[src/rtl/ik_swift_st_pkg.sv]
// ---------------------------------------------------------------------------
// ik_swift_st_pkg
// Shared definitions for the ik_swift Avalon-ST blocks.
//   ik_log2()                      : ceiling log2 of a positive integer
//   ik_fill_w()                    : bit width needed to hold 0..depth
//   IK_SWIFT_ST_MAX_READY_LATENCY  : largest upstream ready latency supported
//   ik_fifo_flags_t                : empty/full status pair of a FIFO
// ---------------------------------------------------------------------------
package ik_swift_st_pkg;

    localparam int IK_SWIFT_ST_MAX_READY_LATENCY = 3;

    typedef struct packed {
        logic empty;
        logic full;
    } ik_fifo_flags_t;

    function automatic int ik_log2(input int value);
        int r;
        r = 0;
        while ((1 << r) < value) begin
            r++;
        end
        return r;
    endfunction

    // An occupancy counter must reach depth itself, hence the extra bit.
    function automatic int ik_fill_w(input int depth);
        return ik_log2(depth) + 1;
    endfunction

endpackage

[src/rtl/ik_swift_st_timing_adapter_if.sv]
// ---------------------------------------------------------------------------
// ik_swift_st_timing_adapter_if
// One Avalon-ST beat channel (valid/data/ready).
//   master : drives valid and data, receives ready
//   slave  : receives valid and data, drives ready
// ---------------------------------------------------------------------------
interface ik_swift_st_timing_adapter_if #(
    parameter int DATA_W = 8
);
    logic              valid;
    logic [DATA_W-1:0] data;
    logic              ready;

    modport master (output valid, output data, input ready);
    modport slave  (input valid, input data, output ready);
endinterface

[src/rtl/ik_swift_st_fifo_regs.sv]
// ---------------------------------------------------------------------------
// ik_swift_st_fifo_regs
// Register-array FIFO with show-ahead read data.
// Ports:
//   clk, reset_n          : clock, asynchronous active-low reset
//   push, push_data       : write request and payload
//   pop                   : read request (ignored while empty)
//   rd_data               : entry at the read pointer (combinational)
//   full, empty           : status flags
//   level                 : occupancy 0..DEPTH
// A push while full is only accepted if a pop happens in the same cycle;
// otherwise it is dropped and the state is left untouched.
// ---------------------------------------------------------------------------
module ik_swift_st_fifo_regs
    import ik_swift_st_pkg::*;
#(
    parameter int DATA_W = 8,
    parameter int DEPTH  = 4,
    localparam int LW    = ik_fill_w(DEPTH),
    localparam int PW    = (DEPTH > 1) ? ik_log2(DEPTH) : 1
) (
    input  logic              clk,
    input  logic              reset_n,
    input  logic              push,
    input  logic [DATA_W-1:0] push_data,
    input  logic              pop,
    output logic [DATA_W-1:0] rd_data,
    output logic              full,
    output logic              empty,
    output logic [LW-1:0]     level
);

    localparam logic [PW-1:0] PTR_LAST = PW'(DEPTH - 1);
    localparam logic [LW-1:0] DEPTH_L  = LW'(DEPTH);

    logic [DATA_W-1:0] mem [DEPTH];
    logic [PW-1:0]     wr_ptr;
    logic [PW-1:0]     rd_ptr;
    logic [LW-1:0]     count;
    logic              do_push;
    logic              do_pop;
    ik_fifo_flags_t    flags;

    assign flags.empty = (count == '0);
    assign flags.full  = (count == DEPTH_L);
    assign empty       = flags.empty;
    assign full        = flags.full;
    assign level       = count;
    assign rd_data     = mem[rd_ptr];

    assign do_pop  = pop && !flags.empty;
    // The slot freed by a same-cycle pop makes a push into a full FIFO legal.
    assign do_push = push && (!flags.full || do_pop);

    always_ff @(posedge clk or negedge reset_n) begin
        if (!reset_n) begin
            for (int i = 0; i < DEPTH; i++) begin
                mem[i] <= '0;
            end
            wr_ptr <= '0;
            rd_ptr <= '0;
            count  <= '0;
        end else begin
            if (do_push) begin
                mem[wr_ptr] <= push_data;
                wr_ptr      <= (wr_ptr == PTR_LAST) ? '0 : wr_ptr + 1'b1;
            end
            if (do_pop) begin
                rd_ptr <= (rd_ptr == PTR_LAST) ? '0 : rd_ptr + 1'b1;
            end
            if (do_push && !do_pop) begin
                count <= count + 1'b1;
            end else if (do_pop && !do_push) begin
                count <= count - 1'b1;
            end
        end
    end

endmodule

[src/rtl/ik_swift_st_timing_adapter.sv]
// ---------------------------------------------------------------------------
// ik_swift_st_timing_adapter
// Avalon-ST timing adapter from an upstream source with ready latency
// IN_READY_LATENCY to a ready-latency-0 sink. A register FIFO holds the
// beats still in flight when the sink stalls.
// Ports:
//   clk, reset_n : clock, asynchronous active-low reset
//   in_st        : upstream channel (slave); ready is a space grant, the
//                  matching beat may arrive IN_READY_LATENCY cycles later
//   out_st       : downstream channel (master), show-ahead data
//   fill_level   : FIFO occupancy 0..DEPTH
//   overflow     : sticky flag for a beat arriving with nowhere to go
// Optional feature macro: IK_SWIFT_TADT_OVF_CHECK_EN enables the overflow
// checker and its simulation message; otherwise overflow is tied low.
// ---------------------------------------------------------------------------
module ik_swift_st_timing_adapter
    import ik_swift_st_pkg::*;
#(
    parameter int DATA_W           = 8,
    parameter int IN_READY_LATENCY = 0,
    parameter int DEPTH            = 4,
    localparam int FW              = ik_fill_w(DEPTH)
) (
    input  logic                          clk,
    input  logic                          reset_n,
    ik_swift_st_timing_adapter_if.slave   in_st,
    ik_swift_st_timing_adapter_if.master  out_st,
    output logic [FW-1:0]                 fill_level,
    output logic                          overflow
);

    if (IN_READY_LATENCY < 0 || IN_READY_LATENCY > IK_SWIFT_ST_MAX_READY_LATENCY) begin : g_bad_latency
        $error("IN_READY_LATENCY must be in 0..%0d", IK_SWIFT_ST_MAX_READY_LATENCY);
    end
    if (DEPTH < 1 || (DEPTH & (DEPTH - 1)) != 0) begin : g_bad_depth_pow2
        $error("DEPTH must be a power of 2");
    end
    if (DEPTH < IN_READY_LATENCY + 1) begin : g_bad_depth_small
        $error("DEPTH must be at least IN_READY_LATENCY+1");
    end

    logic [FW-1:0] level;
    logic          fifo_full;
    logic          fifo_empty;
    logic          pop;

    ik_swift_st_fifo_regs #(
        .DATA_W (DATA_W),
        .DEPTH  (DEPTH)
    ) u_fifo (
        .clk       (clk),
        .reset_n   (reset_n),
        .push      (in_st.valid),
        .push_data (in_st.data),
        .pop       (pop),
        .rd_data   (out_st.data),
        .full      (fifo_full),
        .empty     (fifo_empty),
        .level     (level)
    );

    assign out_st.valid = !fifo_empty;
    assign pop          = !fifo_empty && out_st.ready;
    assign fill_level   = level;

    // Only grant while the current grant plus up to L beats already granted
    // but not yet arrived still fit. Driven from the registered count only.
    assign in_st.ready  = (int'(level) + IN_READY_LATENCY) < DEPTH;

`ifdef IK_SWIFT_TADT_OVF_CHECK_EN
    logic viol;
    logic overflow_q;

    assign viol     = in_st.valid && fifo_full && !pop;
    assign overflow = overflow_q;

    always_ff @(posedge clk or negedge reset_n) begin
        if (!reset_n) begin
            overflow_q <= 1'b0;
        end else if (viol) begin
            overflow_q <= 1'b1;
        end
    end

`ifndef SYNTHESIS
    always_ff @(posedge clk) begin
        if (reset_n && viol) begin
            $display("%m: beat dropped, upstream wrote into a full FIFO");
        end
    end
`endif
`else
    wire unused_fifo_full = fifo_full;
    assign overflow = 1'b0;
`endif

endmodule
[src/flat_wrapper.sv]
// flat-port wrapper written by rule: the top's interface ports become plain ports
module ik_swift_st_timing_adapter_flat import ik_swift_st_pkg::*;
#(
    parameter int DATA_W           = 8,
    parameter int IN_READY_LATENCY = 0,
    parameter int DEPTH            = 4,
    localparam int FW              = ik_fill_w(DEPTH)
)
  (clk, reset_n, fill_level, overflow, in_st_valid, in_st_data, in_st_ready, out_st_valid, out_st_data, out_st_ready);
  ik_swift_st_timing_adapter_if #(.DATA_W(DATA_W)) in_st_i ();
  ik_swift_st_timing_adapter_if #(.DATA_W(DATA_W)) out_st_i ();
  input  logic clk;
  input  logic reset_n;
  output logic [FW-1:0] fill_level;
  output logic overflow;
  input wire logic [$bits(in_st_i.valid)-1:0] in_st_valid;
  input wire logic [$bits(in_st_i.data)-1:0] in_st_data;
  output wire logic [$bits(in_st_i.ready)-1:0] in_st_ready;
  output wire logic [$bits(out_st_i.valid)-1:0] out_st_valid;
  output wire logic [$bits(out_st_i.data)-1:0] out_st_data;
  input wire logic [$bits(out_st_i.ready)-1:0] out_st_ready;
  assign in_st_i.valid = in_st_valid;
  assign in_st_i.data = in_st_data;
  assign in_st_ready = in_st_i.ready;
  assign out_st_valid = out_st_i.valid;
  assign out_st_data = out_st_i.data;
  assign out_st_i.ready = out_st_ready;
  ik_swift_st_timing_adapter #(.DATA_W(DATA_W), .IN_READY_LATENCY(IN_READY_LATENCY), .DEPTH(DEPTH)) u_core (.clk(clk), .reset_n(reset_n), .in_st(in_st_i), .out_st(out_st_i), .fill_level(fill_level), .overflow(overflow));
endmodule
[config.mk]
export PLATFORM = sky130hd
export DESIGN_NAME = ik_swift_st_timing_adapter_flat
export DESIGN_NICKNAME = d
export VERILOG_FILES = /design/src/rtl/ik_swift_st_pkg.sv /design/src/rtl/ik_swift_st_timing_adapter_if.sv /design/src/rtl/ik_swift_st_fifo_regs.sv /design/src/rtl/ik_swift_st_timing_adapter.sv /design/src/flat_wrapper.sv
export SDC_FILE = /design/constraint.sdc
export NUM_CORES = 1
export LEC_CHECK = 0
export ABC_AREA = 1
export CAP_MARGIN = 20
export CORE_MARGIN = 5
export CORE_UTILIZATION = 52
export CTS_BUF_LIST = sky130_fd_sc_hd__clkbuf_4 sky130_fd_sc_hd__clkbuf_8
export DETAILED_ROUTE_END_ITERATION = 12
export GPL_TIMING_DRIVEN = 0
export PLACE_DENSITY = 0.77
export SYNTH_ARGS = -nofsm -noshare
export SYNTH_HDL_FRONTEND = slang
export SYNTH_SLANG_ARGS = --single-unit
[constraint.sdc]
create_clock -name clk -period 5.58 [get_ports clk]
set_input_delay 1.116 -clock clk [delete_from_list [all_inputs] [get_ports clk]]
set_output_delay 1.116 -clock clk [all_outputs]
set_load 0.02 [all_outputs]
==> results.yml, run 1 <==
grt:
  grt_max_degree: 40
  grt_usage: 0.211
  grt_first_pass_wirelength_um: 8310
  grt.overflow.total: 0
  grt_pass1_vias: 1689
  antenna_found_initial: 0
timing:
  worst_slew_pin_slew_ns: 0.840
  skew_ns: 0.00326
  final_hold_viol_count: 0
  setup_tns_ns: 0
  finalSetupViolations: 0
  finalCriticalPeriod_ns: 3.17
  rsz0062_at_grt: "false"
  fmax_ghz: 0.315
  fin_ws_ns: 2.41
  relSlewSlack: 0.440
  min_period_over_period: 0.568
  slew_violations: 0
yosys:
  ys_ff_latch: 39
  syn_avg_cell_area_um2: 8.47
  syn_inst: 238
  syn-cell-area_um2: 2020
  syn-num-nets: 257
  yosys_warnings: 0
  synthDistinctLibCells: 25
  seq_area_frac_synth: 0.484
clocking:
  tritoncts: "yes"
  h-tree-depth: 2
  clock_sinks: 39
  clk_path_buf_depth: 2
  insertion_delay_ns: 0.29
  clk_pin_slew_ns: 0.07
  hold_buffers: 0
  postCtsSetupBuffers: 0
  cts_root_buf: "clkbuf_8"
  cts_buffers: 5
  cts_resized: 0
finish:
  final_cell_mix: "nand2_1, dfrtp_1, nand4_1"
  drive_above_1_share: 0.130
  nets: 287
  areaGrowthSynthToFinish_pct: 19.3
  post-route-util: 0.647
  num_antenna_cells: 0
  multiInputGateArea_um2: 902
  fill_cells: 333
  seqCellArea_um2: 976
  design_area_um2: 2410
  mostFrequentLayoutCell: "nand2_1"
pwr:
  p_leak_nw: 1.21
  power.density_nw_per_um2: 619
  finalPower_mw: 1.49
  ir_drop_v: 0.000283
detailed_routing:
  drt_iter0_markers: 188
  drc: 0
  ant_nets: 0
  firstDrtPassIters: 5
  vias_per_cell: 5.63
  postRouteWirelength_um: 5130
  vias: 1784
  avgRoutedWirePerCell_um: 16.2
setup_path:
  ff2ff_setup_slack_ns: 3.61
  worstSetupStartpointType: "flop"
  critPathLaunch: "u_core.u_fifo.rd_ptr[1]"
  required_ns: 4.46
  worstPathArrival_ns: 2.06
  crit_type: "reg -> out"
  end_kind: "output pin"
  reg2reg_from: "u_core.u_fifo.level[0]"
  path_max_fanout: 10
placed_design:
  io_buffers: 23
  placement.cell_area_um2: 2300
  place.gp.congestion: 0.828
  pre_cts_slack_ns: 2.49
  dp_hpwl_um: 3550
min_path:
  min_path_type: "reg -> reg"
  min-delay-start: "u_core.u_fifo.mem[15]"
floorplan:
  die_h_um: 72.3
  initial_utilization: 0.543
  row_count: 22
  io-pin-count: 26
  die_area_um2: 5220
  fp.dieW_um: 72.3
  core_area_um2: 3720
outcome:
  status: "finished, final reports clean"
flow_run:
  maxCapViolCount: 0
-- final timing paths --
kind	end	cells after the start
setup / recovery	out_st_data[6]	5
hold / removal	u_core.u_fifo.mem[15]	2
setup reg to reg	u_core.u_fifo.level[2]	9
hold reg to reg	u_core.u_fifo.mem[15]	2
max in group asynchronous	u_core.u_fifo.level[1]	1
min in group asynchronous	u_core.u_fifo.wr_ptr[0]	1
-- flip-flops by register name, indices dropped and copies added, names as in the netlist --
signal and flops:
u_core.u_fifo.mem 32, u_core.u_fifo.rd_ptr 2, u_core.u_fifo.wr_ptr 2, u_core.u_fifo.level 3
-- cell type report --
class | instances | area share
flip-flops and latches | 39 | 0.406
multi-input cells | 174 | 0.375
repair buffers | 23 | 0.0936
plain buffers | 16 | 0.0437
clock buffers | 8 | 0.0432
well taps | 48 | 0.0250
inverters | 9 | 0.0140
-- logic make-up after synthesis --
kind of cell	after synthesis	synth area share
and+or+nand+nor	138	0.320
DFF	39	0.484
AOI/OAI and AO/OA	26	0.0695
buffers and inverters	25	0.0689
adders and majority gates	7	0.0471
xor gates and xnor gates	2	0.00869
other	1	0.00186
-- critical path: stages (launching register included) --
cell,delay [ns]
dfrtp_1,0.38
clkbuf_1,0.23
inv_1,0.22
o21ai_0,0.14
o22ai_1,0.15
clkdlybuf4s50_1,0.63
-- metrics by stage --
step                hold WS, ns  instances
CTS                       0.471        317
detailed placement        0.454        309
global placement          0.451        309
floorplan                 0.437        238
finish                    0.468        317
global route              0.493        317
-- synth_stat cells --
cell,count,share of area
buf_1,2,0.0037
buf_2,6,0.015
buf_4,4,0.015
buf_6,3,0.017
clkbuf_1,1,0.0019
conb_1,1,0.0019
dfrtp_1,39,0.48
fa_1,1,0.0099
ha_1,6,0.037
inv_1,6,0.011
inv_2,3,0.0056
nand2_1,78,0.15
nand2_2,1,0.0031
nand2_4,1,0.0056
nand3_1,2,0.0050
nand3_2,4,0.020
nand4_1,32,0.099
nor2_1,16,0.030
nor2_2,2,0.0062
o21ai_0,17,0.042
o21ai_1,1,0.0025
o22ai_1,8,0.025
or2_2,2,0.0062
xnor2_1,1,0.0043
xor2_1,1,0.0043
-- power breakdown --
group          switching (mW)  internal, mW
logic                   0.460         0.315
registers              0.0844         0.415
clock network          0.0978         0.118
-- metal layers --
layer  vias to the layer above  track usage  part of all wire
met1                       842        0.303              0.45
li1                        863            -                 -
met2                        71        0.308              0.46
met5                         -            0                 0
met4                         0       0.0898             0.019
met3                         8       0.0429             0.072
Power figures use the tool's default switching activity.
==> run 2: changes to the inputs <==
==> constraint.sdc (replaced) <==
create_clock -name clk -period 3.2 [get_ports clk]
set_input_delay 0.64 -clock clk [delete_from_list [all_inputs] [get_ports clk]]
set_output_delay 0.64 -clock clk [all_outputs]
set_load 0.02 [all_outputs]
==> results of run 2 <==
Same layout as run 1 (identical final DEF). Status: finished, final reports clean.
Among the figures that moved: setup slack after placement 2.49 ns -> 0.585 ns; setup slack after layout 2.41 ns -> 0.504 ns; hold slack 0.468 ns -> 0.436 ns; register-to-register setup slack 3.61 ns -> 1.23 ns; total power 1.49 mW -> 2.60 mW; worst IR drop on VDD 0.000283 V -> 0.000493 V
